--- src/rtl/step_ctrl.sv ---
// Pushbutton sequencer for the 4-digit decimal step counter: synchronizes the
// buttons, selects the active digit and issues single and hold-to-repeat enable pulses.
module step_ctrl #(
    parameter int unsigned TICK_DIV      = 50000,
    parameter int unsigned HOLD_DELAY    = 500,
    parameter int unsigned REPEAT_PERIOD = 100
) (
    input  logic       clk,
    input  logic       reset_n,
    input  logic       btn_up,
    input  logic       btn_dn,
    input  logic       btn_sel,
    output logic       direction,
    output logic       enable,
    output logic [9:0] step,
    output logic [1:0] digit_idx
);

    localparam int unsigned PRE_W    = (TICK_DIV > 1) ? $clog2(TICK_DIV) : 1;
    localparam int unsigned TICK_MAX = (HOLD_DELAY > REPEAT_PERIOD) ? HOLD_DELAY : REPEAT_PERIOD;
    localparam int unsigned TICK_W   = (TICK_MAX > 1) ? $clog2(TICK_MAX) : 1;

    localparam logic [PRE_W-1:0]  PRE_LAST  = PRE_W'(TICK_DIV - 1);
    localparam logic [TICK_W-1:0] HOLD_LAST = TICK_W'(HOLD_DELAY - 1);
    localparam logic [TICK_W-1:0] REP_LAST  = TICK_W'(REPEAT_PERIOD - 1);

    typedef enum logic [1:0] {
        IDLE   = 2'd0,
        HOLD   = 2'd1,
        REPEAT = 2'd2
    } state_t;

    state_t            state, state_d;
    logic [2:0]        sync_m, sync_s;
    logic              sel_q;
    logic [PRE_W-1:0]  presc, presc_d;
    logic [TICK_W-1:0] tick, tick_d, tick_last;
    logic              dir_d, enable_d, abort;
    logic [1:0]        digit_d;
    logic              up_s, dn_s, sel_s, sel_edge;

    function automatic logic [9:0] step_of(input logic [1:0] d);
        case (d)
            2'd0:    return 10'd1;
            2'd1:    return 10'd10;
            2'd2:    return 10'd100;
            default: return 10'd1000;
        endcase
    endfunction

    assign up_s     = sync_s[0];
    assign dn_s     = sync_s[1];
    assign sel_s    = sync_s[2];
    assign sel_edge = sel_s & ~sel_q;

    // Two-flop synchronizers plus the select edge-detect history.
    always_ff @(posedge clk or negedge reset_n) begin
        if (!reset_n) begin
            sync_m <= '0;
            sync_s <= '0;
            sel_q  <= 1'b0;
        end else begin
            sync_m <= {btn_sel, btn_dn, btn_up};
            sync_s <= sync_m;
            sel_q  <= sync_s[2];
        end
    end

    // State register together with the registered outputs and timing counters.
    always_ff @(posedge clk or negedge reset_n) begin
        if (!reset_n) begin
            state     <= IDLE;
            direction <= 1'b0;
            enable    <= 1'b0;
            digit_idx <= 2'd0;
            step      <= 10'd1;
            presc     <= '0;
            tick      <= '0;
        end else begin
            state     <= state_d;
            direction <= dir_d;
            enable    <= enable_d;
            digit_idx <= digit_d;
            step      <= step_of(digit_d);
            presc     <= presc_d;
            tick      <= tick_d;
        end
    end

    // Next-state logic; a press is dropped if the held button releases or both are down.
    always_comb begin
        state_d   = state;
        dir_d     = direction;
        enable_d  = 1'b0;
        digit_d   = digit_idx;
        presc_d   = presc;
        tick_d    = tick;
        tick_last = (state == HOLD) ? HOLD_LAST : REP_LAST;
        abort     = direction ? (~up_s | dn_s) : (~dn_s | up_s);

        unique case (state)
            IDLE: begin
                if (sel_edge) begin
                    digit_d = digit_idx + 2'd1;
                end else if (up_s ^ dn_s) begin
                    dir_d    = up_s;
                    enable_d = 1'b1;
                    presc_d  = '0;
                    tick_d   = '0;
                    state_d  = HOLD;
                end
            end
            HOLD, REPEAT: begin
                if (abort) begin
                    presc_d = '0;
                    tick_d  = '0;
                    state_d = IDLE;
                end else if (presc == PRE_LAST) begin
                    presc_d = '0;
                    if (tick == tick_last) begin
                        enable_d = 1'b1;
                        tick_d   = '0;
                        state_d  = REPEAT;
                    end else begin
                        tick_d = tick + TICK_W'(1);
                    end
                end else begin
                    presc_d = presc + PRE_W'(1);
                end
            end
            default: state_d = IDLE;
        endcase
    end

endmodule

--- config.mk ---
export PLATFORM = sky130hd
export DESIGN_NAME = step_ctrl
export DESIGN_NICKNAME = d
export VERILOG_FILES = /design/src/rtl/step_ctrl.sv
export SDC_FILE = /design/constraint.sdc
export NUM_CORES = 1
export LEC_CHECK = 0
export ABC_AREA = 1
export CAP_MARGIN = 20
export CORE_ASPECT_RATIO = 0.8
export CORE_MARGIN = 3
export CORE_UTILIZATION = 58
export DETAILED_ROUTE_END_ITERATION = 16
export PLACE_DENSITY = 0.9
export REMOVE_ABC_BUFFERS = 1
export SLEW_MARGIN = 20
export SYNTH_ARGS = -nofsm -noshare
export SYNTH_HDL_FRONTEND = slang
export SYNTH_SLANG_ARGS = --single-unit
--- constraint.sdc ---
create_clock -name clk -period 2.33 [get_ports clk]
set_clock_uncertainty 0.1 [all_clocks]
set_input_delay 0.233 -clock clk [delete_from_list [all_inputs] [get_ports clk]]
set_output_delay 0.233 -clock clk [all_outputs]
set_load 0.01 [all_outputs]
==> flow_summary.ini <==
[pwr]
p_leak_nw = 1.303
peakVddDrop_mv = 0.5307
switchingPower_mw = 1.001
sequentialPowerShare_pct = 38.0
clkPwrFrac_pct = 20.3
p_int_mw = 1.485
netSwitchingFraction_pct = 40.27
finalPower_mw = 2.487
pwr-share-comb_pct = 41.7
power_density_nw_per_um2 = 920.1

[drt]
vias_per_cell = 5.295
first_pass_iters = 5
first_iter_violations = 142
wire_per_inst_um = 13.00
drtAntennaViolNets = 0
postRouteWirelength_um = 4941
drc_errors = 0
via_count = 2012

[sta]
fin_crit_sh_pct = 87.37
timing.fmax_ghz = 0.4913
final.setup.tns_ns = 0
rsz0062_at_grt = false
slew_headroom_pct = 39.22
drv_slew = 0
worstMarginPinSlew_ns = 0.9117
holdWs_ns = 0.2526
hold_viol = 0
setup_viol_count_final = 0
period_minus_slack_ns = 2.036

[die]
initial_utilization_pct = 62.21
design.die.area_um2 = 5004
die_w_um = 78.35
top_level_ports = 19
fp.dieH_um = 63.88
core-area_um2 = 3904
rows = 20

[critical_path]
timing.rr.end = tick[6]$_DFFE_PN0P_
cp_max_fo = 16
cp_slowest_cell = dfrtp_1
r2r_cells = 10
worstSetupPathType = flip-flop to flip-flop
worst-path-buf-inv = 4
critPathCaptureType = flip-flop
r2r_start = state[0]$_DFFE_PN0P_
crit_chain = inv_1, ha_1, inv_1, nor2_2, nand2_4, nand2_4, inv_4, nand2_2, inv_1, nor2_2
slowest_delay_ns = 0.42
crit_family = simple AND/OR/NAND/NOR gates
startpoint_type = flip-flop
cp.arrival_ns = 2.18
cp_data_required_time_ns = 2.47
crit_top_cell = inv_1
r2r_slack_ns = 0.29

[yosys]
syn_avg_cell_area_um2 = 7.911
yosysTopAreaCell = dfrtp_1
yosys_warnings = 0
synth_cell_types = 36
synth.top_cell.area_share_pct = 43.28
seq_area_frac_synth_pct = 44.36
synth_area_leaders = dfrtp_1 (43%), nand2_1 (10%), inv_1 (7.3%)
synthCells = 307
synth_seq_cells = 43
syn_area_um2 = 2429

[final_layout]
layout_common_cells = nand2_1 (67), inv_1 (47), dfrtp_1 (42)
area_growth_pct = 11.28
drive_gt1_share_pct = 12.00
design_area_um2 = 2703
nets = 336
antenna_cells = 0
final_common_cell = nand2_1
fill_cells = 286

[cts]
clockRootBuffer = clkbuf_8
ctsResizeCount = 0
numCtsBuffers = 5
clock_sinks = 43
h-tree-depth = 2
clk_latency_ns = 0.30
clockBufferDepth = 2
cts_tree = yes
post_cts_buffers = 0
path_clk_slew_ns = 0.09

[global_route]
grt_start_max_net_pins = 44
antenna_found_initial = 0
grt_pass1_vias = 1909
grt_usage_pct = 22.52
grt_pass1_wl_um = 8776
overflow = 0

[hold_path]
worstHoldPathType = flip-flop to flip-flop
min_from = sync_m[1]$_DFF_PN0_
holdPathStages = 0
hold_end = sync_s[1]$_DFF_PN0_

[place]
gp_congestion = 0.9565
post_dp_cell_area_um2 = 2594
place_hpwl_um = 3601
port_buffers = 17

[flow_run]
drv_cap = 0

[run_status]
outcome = finished clean
-- cell usage after synthesis --
cell type  instances
o21ai_1            4
o21bai_2           3
nor3_1             8
a21oi_1            8
buf_2              1
dfstp_2            1
ha_1               7
nand4_1            8
buf_4              5
o21ai_0            8
xor2_1             4
inv_2              2
nor2_1            38
buf_8              1
nor3_2             1
nand3_1           20
nand3_2            4
clkinv_1           1
o21ai_2            1
xnor2_1            1
nor2_4             1
o21a_1             2
nand2_2            3
dfrtp_1           42
inv_4              2
and2_1             1
nor2_2             6
nand2_4            3
nor4_1             1
buf_6              1
conb_1             1
nor3_4             1
nand2_1           67
a21oi_2            2
o21bai_1           1
inv_1             47
-- power groups by stage --
| stage | sequential [mW] | clock, mW | combinational [mW] |
|---|---|---|---|
| 6_report | 0.945 | 0.504 | 1.04 |
| 5_1_grt | 0.964 | 0.549 | 1.14 |
| 4_1_cts | 0.947 | 0.515 | 1.03 |
| 3_5_place_dp | 0.961 | 0 | 1.02 |
| 3_3_place_gp | 0.953 | 0 | 0.974 |
| 2_1_floorplan | 0.998 | 0 | 0.601 |
-- sequential cells by signal, summed over array words and instances, names as in the netlist, 2 cells and up --
signal  count
sync_m      3
state       2
presc      16
step        6
sync_s      3
tick        9
-- cell type report --
cell class / instances / area, µm² / area share, %
repair buffers: 18 / 175.2 / 6.481
clock inverters: 2 / 16.27 / 0.6019
well taps: 55 / 68.82 / 2.546
inverters: 52 / 200.2 / 7.407
multi-input cells: 204 / 1082 / 40.05
clock buffers: 6 / 82.58 / 3.056
flip-flops and latches: 43 / 1077 / 39.86
-- per-stage QoR --
stage | instances | utilization [%] | setup WS, ns
after floorplan | 299 | - | 0.5857
after global placement | 371 | 66.44 | 0.4356
after detailed placement | 371 | 66.44 | 0.3438
after CTS | 380 | 69.23 | 0.3195
after global routing | 380 | 69.23 | 0.1528
final | 380 | 69.23 | 0.2944
-- routing by layer --
layer	share of wire, %	wire, µm	vias up	GRT usage (%)
met1	44	2160	920	29.06
met2	48	2349	86	36.75
li1	-	-	991	-
met5	0	0	-	0
met4	2.3	112	0	9.170
met3	6.4	318	15	5.070
-- worst max-delay path by stage --
stage	slack, ns	cells after the start	to	start
2_1_floorplan	0.59	10	tick[2]$_DFFE_PN0P_	sync_s[0]$_DFF_PN0_
4_1_cts	0.32	10	tick[2]$_DFFE_PN0P_	state[0]$_DFFE_PN0P_
3_5_place_dp	0.34	10	tick[2]$_DFFE_PN0P_	state[0]$_DFFE_PN0P_
6_report	0.29	10	tick[6]$_DFFE_PN0P_	state[0]$_DFFE_PN0P_
3_3_place_gp	0.44	8	presc[8]$_DFFE_PN0P_	state[0]$_DFFE_PN0P_
5_1_grt	0.15	10	tick[6]$_DFFE_PN0P_	state[0]$_DFFE_PN0P_
-- timing repair --
item | in CTS | in global routing
hold buffers | 1 | 0
hold endpoints to repair | 26 | 0
setup endpoints to repair | 0 | 0
-- logic make-up after synthesis --
family          Yosys count  share of synthesized area [%]
fa+ha+maj                 7                          3.606
compound gates           29                          7.522
xor+xnor                  5                          1.803
simple gates            162                          31.48
other cells               1                         0.1544
buf+inv                  60                          11.08
flops                    43                          44.36
Note: power is estimated with default switching activity, not from simulation.
